==> config.mk <==
export PLATFORM = sky130hd
export DESIGN_NAME = dmac_chain
export DESIGN_NICKNAME = d
export VERILOG_FILES = /design/src/rtl/dmac_pkg.sv /design/src/rtl/dmac_desc_fifo.sv /design/src/rtl/dmac_chain.sv
export SDC_FILE = /design/constraint.sdc
export NUM_CORES = 1
export LEC_CHECK = 0
export CELL_PAD_IN_SITES_DETAIL_PLACEMENT = 0
export CELL_PAD_IN_SITES_GLOBAL_PLACEMENT = 1
export CORE_UTILIZATION = 55
export CTS_BUF_LIST = sky130_fd_sc_hd__clkbuf_8
export CTS_CLUSTER_SIZE = 14
export DETAILED_ROUTE_END_ITERATION = 16
export PLACE_DENSITY = 0.92
export SETUP_SLACK_MARGIN = 0.05
export SLEW_MARGIN = 20
export SYNTH_ARGS = -nofsm -noshare
export SYNTH_HDL_FRONTEND = slang
export SYNTH_SLANG_ARGS = --single-unit
==> constraint.sdc <==
create_clock -name clk -period 9.5 [get_ports clk]
set_input_delay 0.95 -clock clk [delete_from_list [all_inputs] [get_ports clk]]
set_output_delay 0.95 -clock clk [all_outputs]
set_load 0.03 [all_outputs]
==> src/rtl/dmac_pkg.sv <==
// dmac_chain shared definitions: register offsets,
// engine state encoding and STATUS bit positions.
package dmac_pkg;

  localparam logic [3:0] REG_START  = 4'h0;
  localparam logic [3:0] REG_INTR   = 4'h1;
  localparam logic [3:0] REG_INT_EN = 4'h2;
  localparam logic [3:0] REG_SRC    = 4'h3;
  localparam logic [3:0] REG_DST    = 4'h4;
  localparam logic [3:0] REG_SIZE   = 4'h5;
  localparam logic [3:0] REG_PUSH   = 4'h6;
  localparam logic [3:0] REG_COUNT  = 4'h7;
  localparam logic [3:0] REG_ABORT  = 4'h8;
  localparam logic [3:0] REG_STATUS = 4'h9;

  localparam int ST_BUSY  = 0;
  localparam int ST_PERR  = 1;
  localparam int ST_ABRT  = 2;
  localparam int ST_FULL  = 3;
  localparam int ST_EMPTY = 4;

  typedef enum logic [2:0] {
    S_IDLE,
    S_POP,
    S_RD,
    S_CAP,
    S_WR,
    S_NEXT,
    S_DONE
  } state_e;

endpackage

==> src/rtl/dmac_desc_fifo.sv <==
// Descriptor FIFO: push/pop/flush with count; a push into a
// full FIFO is accepted when a pop happens in the same cycle.
module dmac_desc_fifo #(
  parameter int W     = 48,
  parameter int DEPTH = 16
) (
  input  logic                     clk,
  input  logic                     reset,
  input  logic                     push,
  input  logic                     pop,
  input  logic                     flush,
  input  logic [W-1:0]             din,
  output logic [W-1:0]             dout,
  output logic                     full,
  output logic                     empty,
  output logic [$clog2(DEPTH):0]   count
);

  localparam int AW = $clog2(DEPTH);

  logic [W-1:0]  mem [DEPTH];
  logic [AW-1:0] rd_ptr;
  logic [AW-1:0] wr_ptr;
  logic          do_push;
  logic          do_pop;

  assign empty   = (count == '0);
  assign full    = (count == (AW+1)'(DEPTH));
  assign dout    = mem[rd_ptr];
  assign do_pop  = pop & ~empty;
  assign do_push = push & (~full | do_pop);

  always_ff @(posedge clk) begin
    if (reset) begin
      rd_ptr <= '0;
      wr_ptr <= '0;
      count  <= '0;
    end else if (flush) begin
      rd_ptr <= '0;
      wr_ptr <= '0;
      count  <= '0;
    end else begin
      if (do_push) wr_ptr <= wr_ptr + 1'b1;
      if (do_pop)  rd_ptr <= rd_ptr + 1'b1;
      unique case ({do_push, do_pop})
        2'b10:   count <= count + 1'b1;
        2'b01:   count <= count - 1'b1;
        default: count <= count;
      endcase
    end
  end

  // When full, wr_ptr aliases rd_ptr; the popped entry has
  // already been read this cycle, so overwriting it is safe.
  always_ff @(posedge clk) begin
    if (do_push && !flush) mem[wr_ptr] <= din;
  end

endmodule

==> src/rtl/dmac_chain.sv <==
// Descriptor-chained DMA controller: slave register port
// queues descriptors; master port copies them word by word.
module dmac_chain
  import dmac_pkg::*;
#(
  parameter int DATA_W     = 32,
  parameter int ADDR_W     = 16,
  parameter int SIZE_W     = 16,
  parameter int DESC_DEPTH = 16
) (
  input  logic              clk,
  input  logic              reset,
  input  logic              s_sel,
  input  logic              s_wr,
  input  logic [ADDR_W-1:0] s_address,
  input  logic [DATA_W-1:0] s_din,
  output logic [DATA_W-1:0] s_dout,
  output logic              s_interrupt,
  output logic              m_req,
  input  logic              m_grant,
  output logic              m_wr,
  output logic [ADDR_W-1:0] m_address,
  input  logic [DATA_W-1:0] m_din,
  output logic [DATA_W-1:0] m_dout
);

  localparam int FW   = 2*ADDR_W + SIZE_W;
  localparam int CW   = $clog2(DESC_DEPTH) + 1;
  localparam int STEP = DATA_W / 8;

  state_e            state, state_n;
  logic [ADDR_W-1:0] src, src_n;
  logic [ADDR_W-1:0] dst, dst_n;
  logic [SIZE_W-1:0] rem, rem_n;
  logic [DATA_W-1:0] bbuf, bbuf_n;

  logic [ADDR_W-1:0] src_stg;
  logic [ADDR_W-1:0] dst_stg;
  logic [SIZE_W-1:0] size_stg;
  logic              intr;
  logic              int_en;
  logic              push_err;
  logic              aborted;
  logic              abort_pend;

  logic              fifo_push;
  logic              fifo_pop;
  logic              fifo_flush;
  logic [FW-1:0]     fifo_dout;
  logic              fifo_full;
  logic              fifo_empty;
  logic [CW-1:0]     fifo_count;

  logic [ADDR_W-1:0] hd_src;
  logic [ADDR_W-1:0] hd_dst;
  logic [SIZE_W-1:0] hd_size;

  logic              dec;
  logic [3:0]        off;
  logic              wr_reg;
  logic              rd_reg;
  logic              busy;
  logic              start_ok;
  logic [4:0]        status;
  logic [DATA_W-1:0] rdata;

  logic              unused_bits;

  assign unused_bits = ^s_din;

  assign dec    = (s_address[ADDR_W-1:4] == '0);
  assign off    = s_address[3:0];
  assign wr_reg = s_sel & s_wr & dec;
  assign rd_reg = s_sel & ~s_wr;
  assign busy   = (state != S_IDLE);

  assign start_ok = wr_reg && (off == REG_START) && s_din[0]
                    && !busy && !fifo_empty;

  assign fifo_push = wr_reg && (off == REG_PUSH);

  assign hd_src  = fifo_dout[FW-1 -: ADDR_W];
  assign hd_dst  = fifo_dout[SIZE_W +: ADDR_W];
  assign hd_size = fifo_dout[SIZE_W-1:0];

  assign status = {fifo_empty, fifo_full, aborted, push_err, busy};

  assign s_interrupt = intr & int_en;

  dmac_desc_fifo #(
    .W     (FW),
    .DEPTH (DESC_DEPTH)
  ) u_fifo (
    .clk   (clk),
    .reset (reset),
    .push  (fifo_push),
    .pop   (fifo_pop),
    .flush (fifo_flush),
    .din   ({src_stg, dst_stg, size_stg}),
    .dout  (fifo_dout),
    .full  (fifo_full),
    .empty (fifo_empty),
    .count (fifo_count)
  );

  // Abort is honoured only where a new beat would begin,
  // so a read is never left without its write.
  always_comb begin
    state_n    = state;
    src_n      = src;
    dst_n      = dst;
    rem_n      = rem;
    bbuf_n     = bbuf;
    fifo_pop   = 1'b0;
    fifo_flush = 1'b0;
    unique case (state)
      S_IDLE: begin
        if (start_ok) state_n = S_POP;
      end
      S_POP: begin
        fifo_pop = 1'b1;
        src_n    = hd_src;
        dst_n    = hd_dst;
        rem_n    = hd_size;
        if (hd_size == '0) begin
          state_n = S_NEXT;
        end else if (abort_pend) begin
          fifo_flush = 1'b1;
          state_n    = S_DONE;
        end else begin
          state_n = S_RD;
        end
      end
      S_RD: begin
        if (m_grant) state_n = S_CAP;
      end
      S_CAP: begin
        bbuf_n  = m_din;
        state_n = S_WR;
      end
      S_WR: begin
        if (m_grant) begin
          src_n = src + ADDR_W'(STEP);
          dst_n = dst + ADDR_W'(STEP);
          rem_n = rem - 1'b1;
          if (rem_n == '0) begin
            state_n = S_NEXT;
          end else if (abort_pend) begin
            fifo_flush = 1'b1;
            state_n    = S_DONE;
          end else begin
            state_n = S_RD;
          end
        end
      end
      S_NEXT: begin
        if (abort_pend) begin
          fifo_flush = 1'b1;
          state_n    = S_DONE;
        end else if (!fifo_empty) begin
          state_n = S_POP;
        end else begin
          state_n = S_DONE;
        end
      end
      S_DONE: begin
        state_n = S_IDLE;
      end
      default: begin
        state_n = S_IDLE;
      end
    endcase
  end

  always_ff @(posedge clk) begin
    if (reset) begin
      state     <= S_IDLE;
      src       <= '0;
      dst       <= '0;
      rem       <= '0;
      bbuf      <= '0;
      m_req     <= 1'b0;
      m_wr      <= 1'b0;
      m_address <= '0;
      m_dout    <= '0;
    end else begin
      state <= state_n;
      src   <= src_n;
      dst   <= dst_n;
      rem   <= rem_n;
      bbuf  <= bbuf_n;
      m_req <= (state_n == S_RD) || (state_n == S_CAP)
               || (state_n == S_WR);
      m_wr  <= (state_n == S_WR);
      unique case (state_n)
        S_RD, S_CAP: m_address <= src_n;
        S_WR:        m_address <= dst_n;
        default:     m_address <= '0;
      endcase
      m_dout <= (state_n == S_WR) ? bbuf_n : '0;
    end
  end

  always_ff @(posedge clk) begin
    if (reset) begin
      src_stg    <= '0;
      dst_stg    <= '0;
      size_stg   <= '0;
      intr       <= 1'b0;
      int_en     <= 1'b0;
      push_err   <= 1'b0;
      aborted    <= 1'b0;
      abort_pend <= 1'b0;
    end else begin
      if (wr_reg && off == REG_SRC)    src_stg  <= s_din[ADDR_W-1:0];
      if (wr_reg && off == REG_DST)    dst_stg  <= s_din[ADDR_W-1:0];
      if (wr_reg && off == REG_SIZE)   size_stg <= s_din[SIZE_W-1:0];
      if (wr_reg && off == REG_INT_EN) int_en   <= s_din[0];

      if (state == S_DONE)
        intr <= 1'b1;
      else if (wr_reg && off == REG_INTR && s_din[0])
        intr <= 1'b0;

      if (fifo_push && fifo_full && !fifo_pop && !fifo_flush)
        push_err <= 1'b1;
      else if (wr_reg && off == REG_STATUS)
        push_err <= 1'b0;

      if (fifo_flush)
        aborted <= 1'b1;
      else if (wr_reg && off == REG_STATUS)
        aborted <= 1'b0;

      if (fifo_flush || state == S_DONE)
        abort_pend <= 1'b0;
      else if (wr_reg && off == REG_ABORT && s_din[0] && busy)
        abort_pend <= 1'b1;
    end
  end

  always_comb begin
    rdata = '0;
    if (dec) begin
      unique case (1'b1)
        off == REG_INTR:   rdata = DATA_W'(intr);
        off == REG_INT_EN: rdata = DATA_W'(int_en);
        off == REG_SRC:    rdata = DATA_W'(src_stg);
        off == REG_DST:    rdata = DATA_W'(dst_stg);
        off == REG_SIZE:   rdata = DATA_W'(size_stg);
        off == REG_COUNT:  rdata = DATA_W'(fifo_count);
        off == REG_STATUS: rdata = DATA_W'(status);
        default:           rdata = '0;
      endcase
    end
  end

  always_ff @(posedge clk) begin
    if (reset)       s_dout <= '0;
    else if (rd_reg) s_dout <= rdata;
  end

endmodule

==> results.toml, run 1 <==
[pwr]
seqPwrFrac_pct = 57.9
p_sw_share_pct = 20.9
vdd_drop_max_uv = 114
intPower_uw = 6270
p_per_area_nw_per_um2 = 181
leakage_uw = 0.0151
power_switching_uw = 1660
power_frac_clock_pct = 41.2
p_comb_share_pct = 0.9

[placed_design]
port_buffers = 135
dp_slack_ns = 3.22
gp_congestion = 0.899
place_hpwl_um = 54500

[detailed_routing]
via_count = 22480
first_pass_iters = 9
via_per_inst = 6.33
wl_um = 93700
first_iter_violations = 2848
ant_nets = 0
routedWlPerCell_um = 26.4
drc_errors = 0

[timing]
min_period_over_period_pct = 66.3
slew_headroom_pct = 24.8
rsz0062_at_grt = "false"
worst_pin_slew_ns = 1.13
fmax_mhz = 159
finalHoldViolCount = 0
fin_crit_ns = 6.30
maxSlewViolCount = 0
setup_ws_ns = 3.20
finClkSkew_ns = 0.0404
report.final.setup_viol = 0
tns_ns = 0

[logic_synthesis]
ys_ff_latch = 987
synth_compound_area_share_pct = 6.36
yosysSeqAreaShare_pct = 71.1
synth-xor-area-share_pct = 0.318
yosys-mux-area-fraction_pct = 13.2
async_reset_ff_share_pct = 0
netlist_instances = 2322
synthAdderAreaFrac_pct = 0.473
yosysTopAreaCellShare_pct = 59.7
synth-warning-count = 0
synth_top_family_by_area = "multiplexers"
syn-cell-area_um2 = 38600
yosys.area.top_type = "edfxtp_1"
synth-simple-area-share_pct = 6.43
postSynthAreaPerCell_um2 = 16.6
synth-edff-count = 768
synthTopCellsByArea = "edfxtp_1, mux4_2, dfxtp_1, nand2_1, a21oi_1"
yosysUniqueCellTypes = 75
ys.flop_type = "edfxtp_1"

[job]
cap_violations = 0

[final_layout]
drive_above_1_share_pct = 19.5
area_delta_synth_final_pct = 13.3
fin_nets = 2599

[worst_setup_path]
end_kind = "flip-flop"
critPathKind = "reg2reg"
path_max_fanout = 42
worst_ep_arrival_time_ns = 6.72
cp.required_ns = 9.92
cp-start-kind = "flip-flop"

[global_route]
antenna_found_initial = 2
grt_overflow = 0
grt_pass1_wl_um = 138000
grt_pass1_vias = 22469
grt_max_degree = 115
globalRouteTotalUtil_pct = 26.7

[cts]
ctsResizeCount = 0
cts_buffer_depth = 3
holdBufCountCts = 0
cts.sinks = 987
clock_latency_ns = 0.82
cts_setup_buffers = 0
cts_root_buffer = "clkbuf_8"
cts_made_buffers = 153
cts_tree = "built"
cts_max_level = 4
clk_pin_slew_ns = 0.06

[run_status]
status = "complete, no violations"

[die]
io_pins = 168
die_area_um2 = 71300
die_x_um = 267
initial_core_util_pct = 55.9
std_cell_rows = 96
coreArea_um2 = 69100
die-height_um = 267

[worst_hold_path]
hold_path_class = "reg2reg"
-- cell families after synthesis --
| logic type | count (synthesis) |
|---|---|
| AOI/OAI and AO/OA | 360 |
| xor gates and xnor gates | 14 |
| adders and majority gates | 14 |
| buffers and inverters | 181 |
| DFF | 987 |
| muxes | 232 |
| other | 1 |
| and+or+nand+nor | 533 |
-- routing by layer --
metal	wire length, um	track usage (%)
met5	0	0
met4	2680	9.96
met3	11100	7.93
met2	44700	42.2
met1	35200	35.2
-- worst max-delay path, cell delays in order (launching register included) --
cell     delay, ns
dfxtp_4       0.87
buf_4         0.54
mux4_2        0.55
a22o_1        0.26
nor2_1        0.41
nand4_1       0.21
nor4b_4       0.53
nand3_2       0.48
buf_4         0.45
a21oi_4       0.78
buf_4         0.71
-- layout by cell type (no fill, tap or decap), types with 7 or more instances in the layout --
| cell type | count |
|---|---|
| a31oi_1 | 12 |
| nor3_1 | 19 |
| mux2i_1 | 7 |
| a211oi_1 | 8 |
| buf_4 | 33 |
| a211oi_2 | 13 |
| clkbuf_8 | 160 |
| nand2b_1 | 7 |
| xnor2_1 | 8 |
| nand2_1 | 242 |
| nor4_1 | 10 |
| conb_1 | 16 |
| ha_1 | 13 |
| a22o_1 | 16 |
| clkinv_2 | 16 |
| o21ai_0 | 43 |
| inv_1 | 74 |
| edfxtp_1 | 768 |
| a222oi_1 | 13 |
| nand3_1 | 33 |
| clkdlybuf4s50_1 | 134 |
| dfxtp_1 | 215 |
| clkinv_1 | 29 |
| nor2_1 | 105 |
| mux4_2 | 223 |
| a22oi_1 | 25 |
| a21oi_4 | 12 |
| a21oi_1 | 151 |
| a32o_1 | 16 |
| and2_1 | 47 |
| nand4_1 | 16 |
-- path summary, 6_finish.rpt --
path,to,from,slack (ns),cells after the start
setup / recovery,u_fifo.mem[1][43]$_DFFE_PP_,flip-flop,3.20,10
hold reg to reg,bbuf[22]$_SDFF_PP0_,bbuf[22]$_SDFF_PP0_,0.45,2
setup reg to reg,u_fifo.mem[1][43]$_DFFE_PP_,flip-flop,3.20,10
hold / removal,bbuf[22]$_SDFF_PP0_,bbuf[22]$_SDFF_PP0_,0.45,2
-- flip-flops by register name, summed over array words and instances (netlist names), 16 cells and up, named ones only --
name / flops
u_fifo.mem: 768
bbuf: 32
m_dout: 32
dst: 16
dst_stg: 16
m_address: 16
rem: 16
s_dout: 16
size_stg: 16
src: 16
src_stg: 16
-- power groups by stage --
stage          Sequential (uW)  Clock (uW)  Combinational [uW]
3_5_place_dp              4680           0                66.9
4_1_cts                   4590        3320                67.4
5_1_grt                   4580        3500                72.2
3_3_place_gp              4680           0                66.5
2_1_floorplan             4680           0                32.0
6_report                  4590        3270                69.0
-- through the flow --
step	power, uW	area [um^2]	cells	hold WS, ns	utilization (%)
floorplan	4710	38700	2337	0.434	-
global placement	4750	40900	3276	0.440	59.3
detailed placement	4750	40900	3276	0.445	59.3
CTS	7980	43800	3552	0.453	63.3
global route	8160	43800	3553	0.467	63.4
finish	7930	43800	3553	0.454	63.4
-- cell type report --
cell class                      count  area (um^2)
Tap cell                          931         1160
Clock buffer                      160         2200
Multi-Input combinational cell   1169        10600
Clock inverter                    116          618
Timing Repair Buffer              169         1620
Antenna cell                        1         2.50
Sequential cell                   987        27500
Fill cell                        4540        25300
Inverter                           20         75.1
-- synthesized netlist by cell type (all sizes together) (6+ instances only) --
library cell	number
and2	48
a21oi	164
xor2	6
nor3	24
a211oi	21
or2	6
nor2	105
a222oi	13
nand2	242
ha	13
nand4	16
a32o	16
xnor2	8
nand3	34
inv	20
a22o	16
nor2b	6
a221oi	6
buf	61
o21ai	45
mux2i	7
edfxtp	768
a21o	6
nor4	10
dfxtp	219
a22oi	25
nand2b	7
a31oi	12
clkbuf	100
mux4	223
Note: power is estimated with default switching activity, not from simulation.
==> inputs of run 2 (changes only) <==
--- a/config.mk
+++ b/config.mk
@@ -7,11 +7,11 @@
 export LEC_CHECK = 0
 export CELL_PAD_IN_SITES_DETAIL_PLACEMENT = 0
 export CELL_PAD_IN_SITES_GLOBAL_PLACEMENT = 1
-export CORE_UTILIZATION = 55
+export CORE_UTILIZATION = 54
 export CTS_BUF_LIST = sky130_fd_sc_hd__clkbuf_8
 export CTS_CLUSTER_SIZE = 14
 export DETAILED_ROUTE_END_ITERATION = 16
-export PLACE_DENSITY = 0.92
+export PLACE_DENSITY = 0.91
 export SETUP_SLACK_MARGIN = 0.05
 export SLEW_MARGIN = 20
 export SYNTH_ARGS = -nofsm -noshare
==> constraint.sdc (replaced) <==
create_clock -name clk -period 6.5 [get_ports clk]
set_input_delay 0.65 -clock clk [delete_from_list [all_inputs] [get_ports clk]]
set_output_delay 0.65 -clock clk [all_outputs]
set_load 0.03 [all_outputs]
==> results.toml, run 2 (synthesis results as in run 1) <==
[die]
initial_core_util_pct = 54.9
io_pins = 168
coreArea_um2 = 70400
std_cell_rows = 97
die_area_um2 = 72600
die-height_um = 269
die_x_um = 269

[worst_setup_path]
rr_worst_depth = 10
max_stage_delay_ns = 0.92
worst_path_most_repeated_cell = "buf_4"
cp-start-kind = "flip-flop"
crit_chain = "buf_4 > mux4_2 > a22o_1 > nor2_1 > nand4_1 > nor4b_4 > nand3_2 > buf_4 > a2111oi_4 > buf_4"
path_max_fanout = 48
cp.required_ns = 6.89
rr_endpoint = "u_fifo.mem[7][41]$_DFFE_PP_"
end_kind = "flip-flop"
worst_ep_arrival_time_ns = 5.66
r2r_setup_slack_ns = 1.24
worst_path_max_delay_cell = "dfxtp_4"
critPathKind = "reg2reg"

[pwr]
seqPwrFrac_pct = 57.0
p_comb_share_pct = 0.9
p_per_area_nw_per_um2 = 267
p_sw_share_pct = 20.6
intPower_uw = 9340
power_switching_uw = 2420
power_frac_clock_pct = 42.1
leakage_uw = 0.0148
vdd_drop_max_uv = 180

[final_layout]
reg_top3 = "u_fifo.mem (768), bbuf (32), m_dout (32)"
drive_above_1_share_pct = 19.7
largest-register = "u_fifo.mem"
layout_common_cells = "edfxtp_1, nand2_1, mux4_2, dfxtp_1, clkbuf_8"
final_common_cell = "edfxtp_1"
area_delta_synth_final_pct = 13.8
largest_reg_flops = 768
fill_cells = 4688
fin_nets = 2605

[timing]
slew_headroom_pct = 23.9
maxSlewViolCount = 0
finalHoldViolCount = 0
fmax_mhz = 190
tns_ns = 0
setup_ws_ns = 1.24
worst_pin_slew_ns = 1.14
min_period_over_period_pct = 81.0
report.final.setup_viol = 0
holdWs_ns = 0.313
fin_crit_ns = 5.26
finClkSkew_ns = 0.0324
rsz0062_at_grt = "false"

[detailed_routing]
wl_um = 94000
drc_errors = 0
first_pass_iters = 6
ant_nets = 0
via_per_inst = 6.30
routedWlPerCell_um = 26.3
first_iter_violations = 2946
via_count = 22506

[placed_design]
port_buffers = 135
gp_congestion = 0.880
place_hpwl_um = 53900
dp_slack_ns = 1.29

[cts]
cts_tree = "built"
clk_pin_slew_ns = 0.06
clock_latency_ns = 0.80
cts_root_buffer = "clkbuf_8"
cts.sinks = 987
cts_max_level = 4
holdBufCountCts = 0
cts_setup_buffers = 0
cts_made_buffers = 152
cts_buffer_depth = 3
ctsResizeCount = 0

[worst_hold_path]
hold_path_class = "in2reg"
holdCritStartpoint = "reset"
hold_depth = 2
hold_end = "s_dout[1]$_SDFFE_PP0P_"

[run_status]
status = "complete, no violations"

[global_route]
grt_overflow = 0
grt_pass1_wl_um = 140000
grt_pass1_vias = 22448
grt_max_degree = 88
globalRouteTotalUtil_pct = 26.0
antenna_found_initial = 2

[job]
cap_violations = 0
[run 2: cell count changes in the layout (fill, tap and decap cells not counted), sizes merged]
cell,previous run,this run
buf,35,42
inv,80,73
bufinv,3,5
clkbuf,160,169
clkinv,48,46
[run 2: worst max-delay path by stage]
stage	startpoint	endpoint	cells past startpoint
4_1_cts	flip-flop	u_fifo.mem[7][41]$_DFFE_PP_	10
2_1_floorplan	rem[0]$_SDFFE_PP0P_	u_fifo.mem[3][0]$_DFFE_PP_	11
5_1_grt	flip-flop	u_fifo.mem[7][41]$_DFFE_PP_	10
3_5_place_dp	flip-flop	u_fifo.mem[7][41]$_DFFE_PP_	10
3_3_place_gp	flip-flop	u_fifo.mem[7][42]$_DFFE_PP_	10
6_report	flip-flop	u_fifo.mem[7][41]$_DFFE_PP_	10
[run 2: power by group through the flow]
| stage | Clock, uW | Sequential [uW] | Combinational, uW |
|---|---|---|---|
| floorplan | 0 | 6840 | 46.7 |
| global placement | 0 | 6840 | 98.4 |
| finish | 4950 | 6710 | 103 |
| CTS | 5020 | 6710 | 99.9 |
| global route | 5290 | 6700 | 107 |
| detailed placement | 0 | 6840 | 99.1 |
[run 2: layout make-up]
| class | instances | area (um^2) | share of cell area [%] |
|---|---|---|---|
| diodes | 1 | 2.50 | 0.00569 |
| multi-input cells | 1169 | 10600 | 24.1 |
| clock buffers | 169 | 2330 | 5.29 |
| clock inverters | 109 | 603 | 1.37 |
| flip-flops and latches | 987 | 27500 | 62.5 |
| well taps | 940 | 1180 | 2.68 |
| repair buffers | 176 | 1700 | 3.86 |
| inverters | 20 | 75.1 | 0.171 |
[run 2: routing by layer]
layer / GRT usage [%] / vias up / part of all wire [%]
met1: 34.9 / 11296 / 38
met2: 41.5 / 1488 / 48
met4: 9.35 / 0 / 3.0
met5: 0 / - / 0
met3: 6.55 / 206 / 11
li1: - / 9516 / -
[run 2: through the flow]
step           utilization (%)  total power, uW  cells  instance area [um^2]
2_1_floorplan                -             6890   2337                 38700
3_3_place_gp              58.3             6940   3292                 41000
3_5_place_dp              58.3             6940   3292                 41000
4_1_cts                   62.4            11800   3570                 43900
5_1_grt                   62.4            12100   3571                 44000
6_report                  62.4            11800   3571                 44000
[run 2: critical path: cells and delay by family, from the launching register on]
kind | cells | cell delay (ns)
AO/OA/AOI/OAI | 2 | 0.62
multiplexers | 1 | 0.55
buffers and inverters | 3 | 1.61
AND/OR/NAND/NOR | 4 | 1.04
flip-flops | 1 | 0.92
